## config.mk

```make
export PLATFORM = sky130hd
export DESIGN_NAME = ps2_keyboard_rx
export DESIGN_NICKNAME = d
export VERILOG_FILES = /design/src/rtl/ps2_keyboard_rx.sv
export SDC_FILE = /design/constraint.sdc
export NUM_CORES = 1
export LEC_CHECK = 0
export BUFFER_PORTS_ARGS = -buffer_cell sky130_fd_sc_hd__buf_4
export CORE_AREA = 4 4 91 93
export DETAILED_ROUTE_END_ITERATION = 10
export DIE_AREA = 0 0 95 97
export PLACE_DENSITY = 0.59
export RECOVER_POWER = 25
export SLEW_MARGIN = 40
export SYNTH_ARGS = -nofsm -noshare
export SYNTH_HDL_FRONTEND = slang
export SYNTH_SLANG_ARGS = --single-unit
```

## constraint.sdc

```tcl
create_clock -name clk -period 5.15 [get_ports clk]
set_input_delay 1.03 -clock clk [delete_from_list [all_inputs] [get_ports clk]]
set_output_delay 1.03 -clock clk [all_outputs]
set_load 0.1 [all_outputs]
```

## src/rtl/ps2_keyboard_rx.sv

```systemverilog
// rtl/ps2_keyboard_rx.sv - PS/2 keyboard frame receiver with E0/F0 prefix decode
module ps2_keyboard_rx #(
  parameter int FILTER_LEN     = 8,
  parameter int TIMEOUT_CYCLES = 100000
) (
  input  logic       clk,
  input  logic       rst,
  input  logic       ps2clk,
  input  logic       ps2data,
  output logic [7:0] scan_code,
  output logic       extended,
  output logic       released,
  output logic       key_strobe,
  output logic       frame_err,
  output logic [3:0] code_hi,
  output logic [3:0] code_lo
);

  localparam int FW = $clog2(FILTER_LEN + 1);
  localparam int TW = $clog2(TIMEOUT_CYCLES + 1);
  localparam logic [FW-1:0] FILT_LAST = FW'(FILTER_LEN - 1);
  localparam logic [TW-1:0] TO_LAST   = TW'(TIMEOUT_CYCLES - 1);

  typedef enum logic [1:0] {IDLE, DATA, PARITY, STOP} state_t;

  state_t        state, state_nxt;
  logic          clk_s1, clk_s2, data_s1, data_s2;
  logic          filt;
  logic [FW-1:0] filt_cnt;
  logic          sample;
  logic [7:0]    shreg;
  logic [2:0]    bit_cnt;
  logic          par_bit;
  logic [TW-1:0] to_cnt;
  logic          ext_p, brk_p;
  logic          shift_en, par_en, stop_ev, timeout, frame_ok;

  // Filtered clock flips only when the synced input has disagreed for FILTER_LEN samples
  assign sample = filt && !clk_s2 && (filt_cnt == FILT_LAST);

  always_ff @(posedge clk) begin
    if (rst) begin
      clk_s1   <= 1'b1;
      clk_s2   <= 1'b1;
      data_s1  <= 1'b1;
      data_s2  <= 1'b1;
      filt     <= 1'b1;
      filt_cnt <= '0;
    end else begin
      clk_s1  <= ps2clk;
      clk_s2  <= clk_s1;
      data_s1 <= ps2data;
      data_s2 <= data_s1;
      if (clk_s2 == filt) begin
        filt_cnt <= '0;
      end else if (filt_cnt == FILT_LAST) begin
        filt     <= clk_s2;
        filt_cnt <= '0;
      end else begin
        filt_cnt <= filt_cnt + 1'b1;
      end
    end
  end

  always_ff @(posedge clk) begin
    if (rst) state <= IDLE;
    else     state <= state_nxt;
  end

  always_comb begin
    state_nxt = state;
    shift_en  = 1'b0;
    par_en    = 1'b0;
    stop_ev   = 1'b0;
    timeout   = 1'b0;
    case (state)
      IDLE:   if (sample && !data_s2) state_nxt = DATA;
      DATA:   if (sample) begin
                shift_en = 1'b1;
                if (bit_cnt == 3'd7) state_nxt = PARITY;
              end
      PARITY: if (sample) begin
                par_en    = 1'b1;
                state_nxt = STOP;
              end
      STOP:   if (sample) begin
                stop_ev   = 1'b1;
                state_nxt = IDLE;
              end
      default: state_nxt = IDLE;
    endcase
    if (state != IDLE && !sample && to_cnt == TO_LAST) begin
      timeout   = 1'b1;
      state_nxt = IDLE;
    end
  end

  assign frame_ok = stop_ev && data_s2 && (^{shreg, par_bit});

  always_ff @(posedge clk) begin
    if (rst) begin
      shreg      <= '0;
      bit_cnt    <= '0;
      par_bit    <= 1'b0;
      to_cnt     <= '0;
      ext_p      <= 1'b0;
      brk_p      <= 1'b0;
      scan_code  <= '0;
      extended   <= 1'b0;
      released   <= 1'b0;
      key_strobe <= 1'b0;
      frame_err  <= 1'b0;
    end else begin
      key_strobe <= 1'b0;
      frame_err  <= 1'b0;
      if (state == IDLE || sample) to_cnt <= '0;
      else                         to_cnt <= to_cnt + 1'b1;
      if (state == IDLE) bit_cnt <= '0;
      if (shift_en) begin
        shreg   <= {data_s2, shreg[7:1]};
        bit_cnt <= bit_cnt + 1'b1;
      end
      if (par_en) par_bit <= data_s2;
      if (timeout) begin
        frame_err <= 1'b1;
        ext_p     <= 1'b0;
        brk_p     <= 1'b0;
      end else if (stop_ev) begin
        if (!frame_ok) begin
          frame_err <= 1'b1;
          ext_p     <= 1'b0;
          brk_p     <= 1'b0;
        end else if (shreg == 8'hE0) begin
          ext_p <= 1'b1;
        end else if (shreg == 8'hF0) begin
          brk_p <= 1'b1;
        end else begin
          scan_code  <= shreg;
          extended   <= ext_p;
          released   <= brk_p;
          key_strobe <= 1'b1;
          ext_p      <= 1'b0;
          brk_p      <= 1'b0;
        end
      end
    end
  end

  assign code_hi = scan_code[7:4];
  assign code_lo = scan_code[3:0];

endmodule

```

==> impl_metrics.csv <==
group,metric,value,unit
run_status,status,"finished, final reports clean",
placed_design,numPortBuffers,23,
die,fp-row-count,32,
yosys,synth_top_area_share,0.452,
timing,hold_violations,0,
timing,tns,0,ns
global_route,overflow,0,
yosys,avgSynthCellArea,8.88,um2
timing,rsz0062_at_grt,"false",
critical_path,crit_required,5.32,ns
die,ios,24,
timing,drv_slew,0,
critical_path,crit_arrival,2.84,ns
min_path,min_to,"clk_s2$_SDFF_PP1_",
layout,num-nets-final,295,
layout,drive_above_1_share,0.106,
layout,multi_input_area,1190,um2
power,p_clk_frac,0.357,
timing,fin_worst_skew,0.00936,ns
drt,viasPerCell,4.61,
power,vdd_ir_drop_max,0.104,mV
yosys,async_flop_share,0,
flow_run,drv_cap,0,
clock_network,ctsResizeCount,0,
yosys,synth.distinct_cells,37,
critical_path,crit_type,"input pin to flip-flop",
power,comb_power_share,0.014,
yosys,yosys_register_bits,54,
min_path,hold_class,"flip-flop to flip-flop",
drt,drc,0,
die,die_y,97,um
yosys,synth_edf_count,0,
layout,layoutNonFillerInstCount,385,
yosys,netlist_area,2390,um2
global_route,grt_pass1_vias,1761,
critical_path,regToRegEndpoint,"bit_cnt[1]$_SDFFE_PP0P_",
yosys,syn-num-nets,282,
power,power.switching,0.137,mW
placed_design,place_inst,377,
placed_design,hpwlAfterDp,3260,um
drt,vias,1773,
layout,fillerInstances,813,
clock_network,clkTransAtPathRegs,0.09,ns
die,dieArea,9220,um2
global_route,antenna_found_initial,0,
critical_path,path_max_fanout,22,
clock_network,cts_buffers,5,
placed_design,pre_cts_ws,2.67,ns
power,pwr-share-seq,0.629,
power,power,0.667,mW
clock_network,cts_setup_buffers,0,
timing,worst_slack,2.48,ns
global_route,grt_max_degree,23,
layout,area_delta_synth_final,11.4,%
yosys,ys_top_cells_by_count,"dfxtp_1, nand2_1, nor2_1",
power,swShare,0.205,
clock_network,root_buffer,"clkbuf_8",
layout,num_antenna_cells,0,
power,leakage,0.918,nW
yosys,synthCells,269,
die,die_w,95,um
critical_path,rrSetupSlack,2.99,ns
drt,wl_per_cell,11.8,um
timing,period_minus_slack,2.67,ns
clock_network,cts_tree,"done",
clock_network,cts_max_level,2,
critical_path,end_kind,"flip-flop",
critical_path,start_kind,"input pin",
global_route,grt_pass1_wl,7890,um
yosys,synth.area.top_cells,"dfxtp_1, nand2_1, ha_1, nor2_1, nand3_1",
critical_path,r2r_cells,5,
clock_network,holdBufCountCts,0,
timing,holdWs,0.421,ns
drt,ant_nets,0,
drt,drt-total-wl,4530,um
die,coreArea,7530,um2
critical_path,r2r_start,"filt_cnt[0]$_SDFF_PP0_",
timing,setup_violations,0,
yosys,synth_top_area_cell,"dfxtp_1",
yosys,synthMostInstantiatedCell,"dfxtp_1",
drt,drtIter0Drc,47,
clock_network,insertion_delay,0.30,ns
placed_design,placed_cell_area,2600,um2
yosys,synth_seq_area_share,0.452,
die,start_util,0.317,
layout,ff_latch_area,1080,um2
timing,fin_crit_sh,0.519,
power,p_int,0.530,mW
placed_design,place.gp.congestion,0.786,
drt,firstDrtPassIters,4,
clock_network,cts.sinks,54,
layout,stdcell_area,2660,um2
min_path,holdPathStages,1,
yosys,yosysWarnings,0,
timing,max_freq,374,MHz
layout,fin_util,0.354,
timing,tightestPinTransition,1.17,ns
min_path,min_from,"clk_s1$_SDFF_PP1_",
timing,slew_headroom,0.223,
power,cellPowerDensity,251,nW/um2
global_route,grt.total_usage,0.104,
yosys,synth-main-ff-cell,"dfxtp_1",
clock_network,cts_buffer_depth,2,
==> kinds of logic after synthesis <==
family,count (synthesis),synth area share
simple gates,124,0.248
flops,54,0.452
compound gates,27,0.0644
xor+xnor,23,0.0963
buf+inv,23,0.0487
mux,9,0.0429
fa+ha+maj,9,0.0471
==> placed cells by master (no fill, tap or decap), types with 2 or more instances in the layout <==
master and n:
nand3b_1 3, inv_1 6, dfxtp_1 54, a31oi_1 2, nand2_1 41, nor2_1 30
ha_1 9, nor3_1 8, nand4_1 4, o21ai_0 5, or2_2 4, xor2_1 10
clkbuf_8 6, mux2i_1 8, nand3_1 20, a21oi_1 16, clkbuf_1 8, and3_1 2
buf_4 16, xnor2_1 11, nor4_1 3
==> power by group through the flow <==
stage | sequential (mW) | clock, mW | combinational (mW)
final | 0.420 | 0.238 | 0.00902
after global routing | 0.420 | 0.261 | 0.0106
after CTS | 0.420 | 0.250 | 0.00982
after detailed placement | 0.429 | 0 | 0.00978
after global placement | 0.429 | 0 | 0.00962
after floorplan | 0.429 | 0 | 0.00655
==> layout make-up <==
type                       instances  area share
multi-input combinational        192       0.448
sequential                        54       0.406
timing repair buffer              23      0.0550
tap                              102      0.0480
clock buffer                       7      0.0324
inverter                           6     0.00846
clock inverter                     1     0.00188
==> worst max-delay path, stage by stage <==
cell and delay [ns]:
clkbuf_1 0.63, inv_1 0.51, nand2_1 0.55, nor2_1 0.10
==> sequential cells by signal (all words and copies together) (netlist names), 2 cells and up <==
name,cells
to_cnt,17
filt_cnt,4
state,2
bit_cnt,3
scan_code,8
shreg,8
==> per-layer routing <==
metal,GRT usage,part of all wire,vias to the layer above
li1,-,-,925
met2,0.177,0.50,23
met3,0.0233,0.028,4
met1,0.127,0.46,821
met4,0.0333,0.0097,0
met5,0,0,-
==> worst max-delay path by stage <==
stage	from	end	slack, ns	cells past startpoint
2_1_floorplan	scan_code[7]$_SDFFE_PP0P_	scan_code[7]	2.75	1
3_3_place_gp	rst	to_cnt[13]$_SDFF_PP0_	2.73	4
3_5_place_dp	rst	to_cnt[14]$_SDFF_PP0_	2.67	4
4_1_cts	filt_cnt[0]$_SDFF_PP0_	to_cnt[2]$_SDFF_PP0_	2.98	5
5_1_grt	rst	to_cnt[4]$_SDFF_PP0_	2.16	4
6_report	rst	to_cnt[2]$_SDFF_PP0_	2.48	4
(Power assumes the default switching activity.)
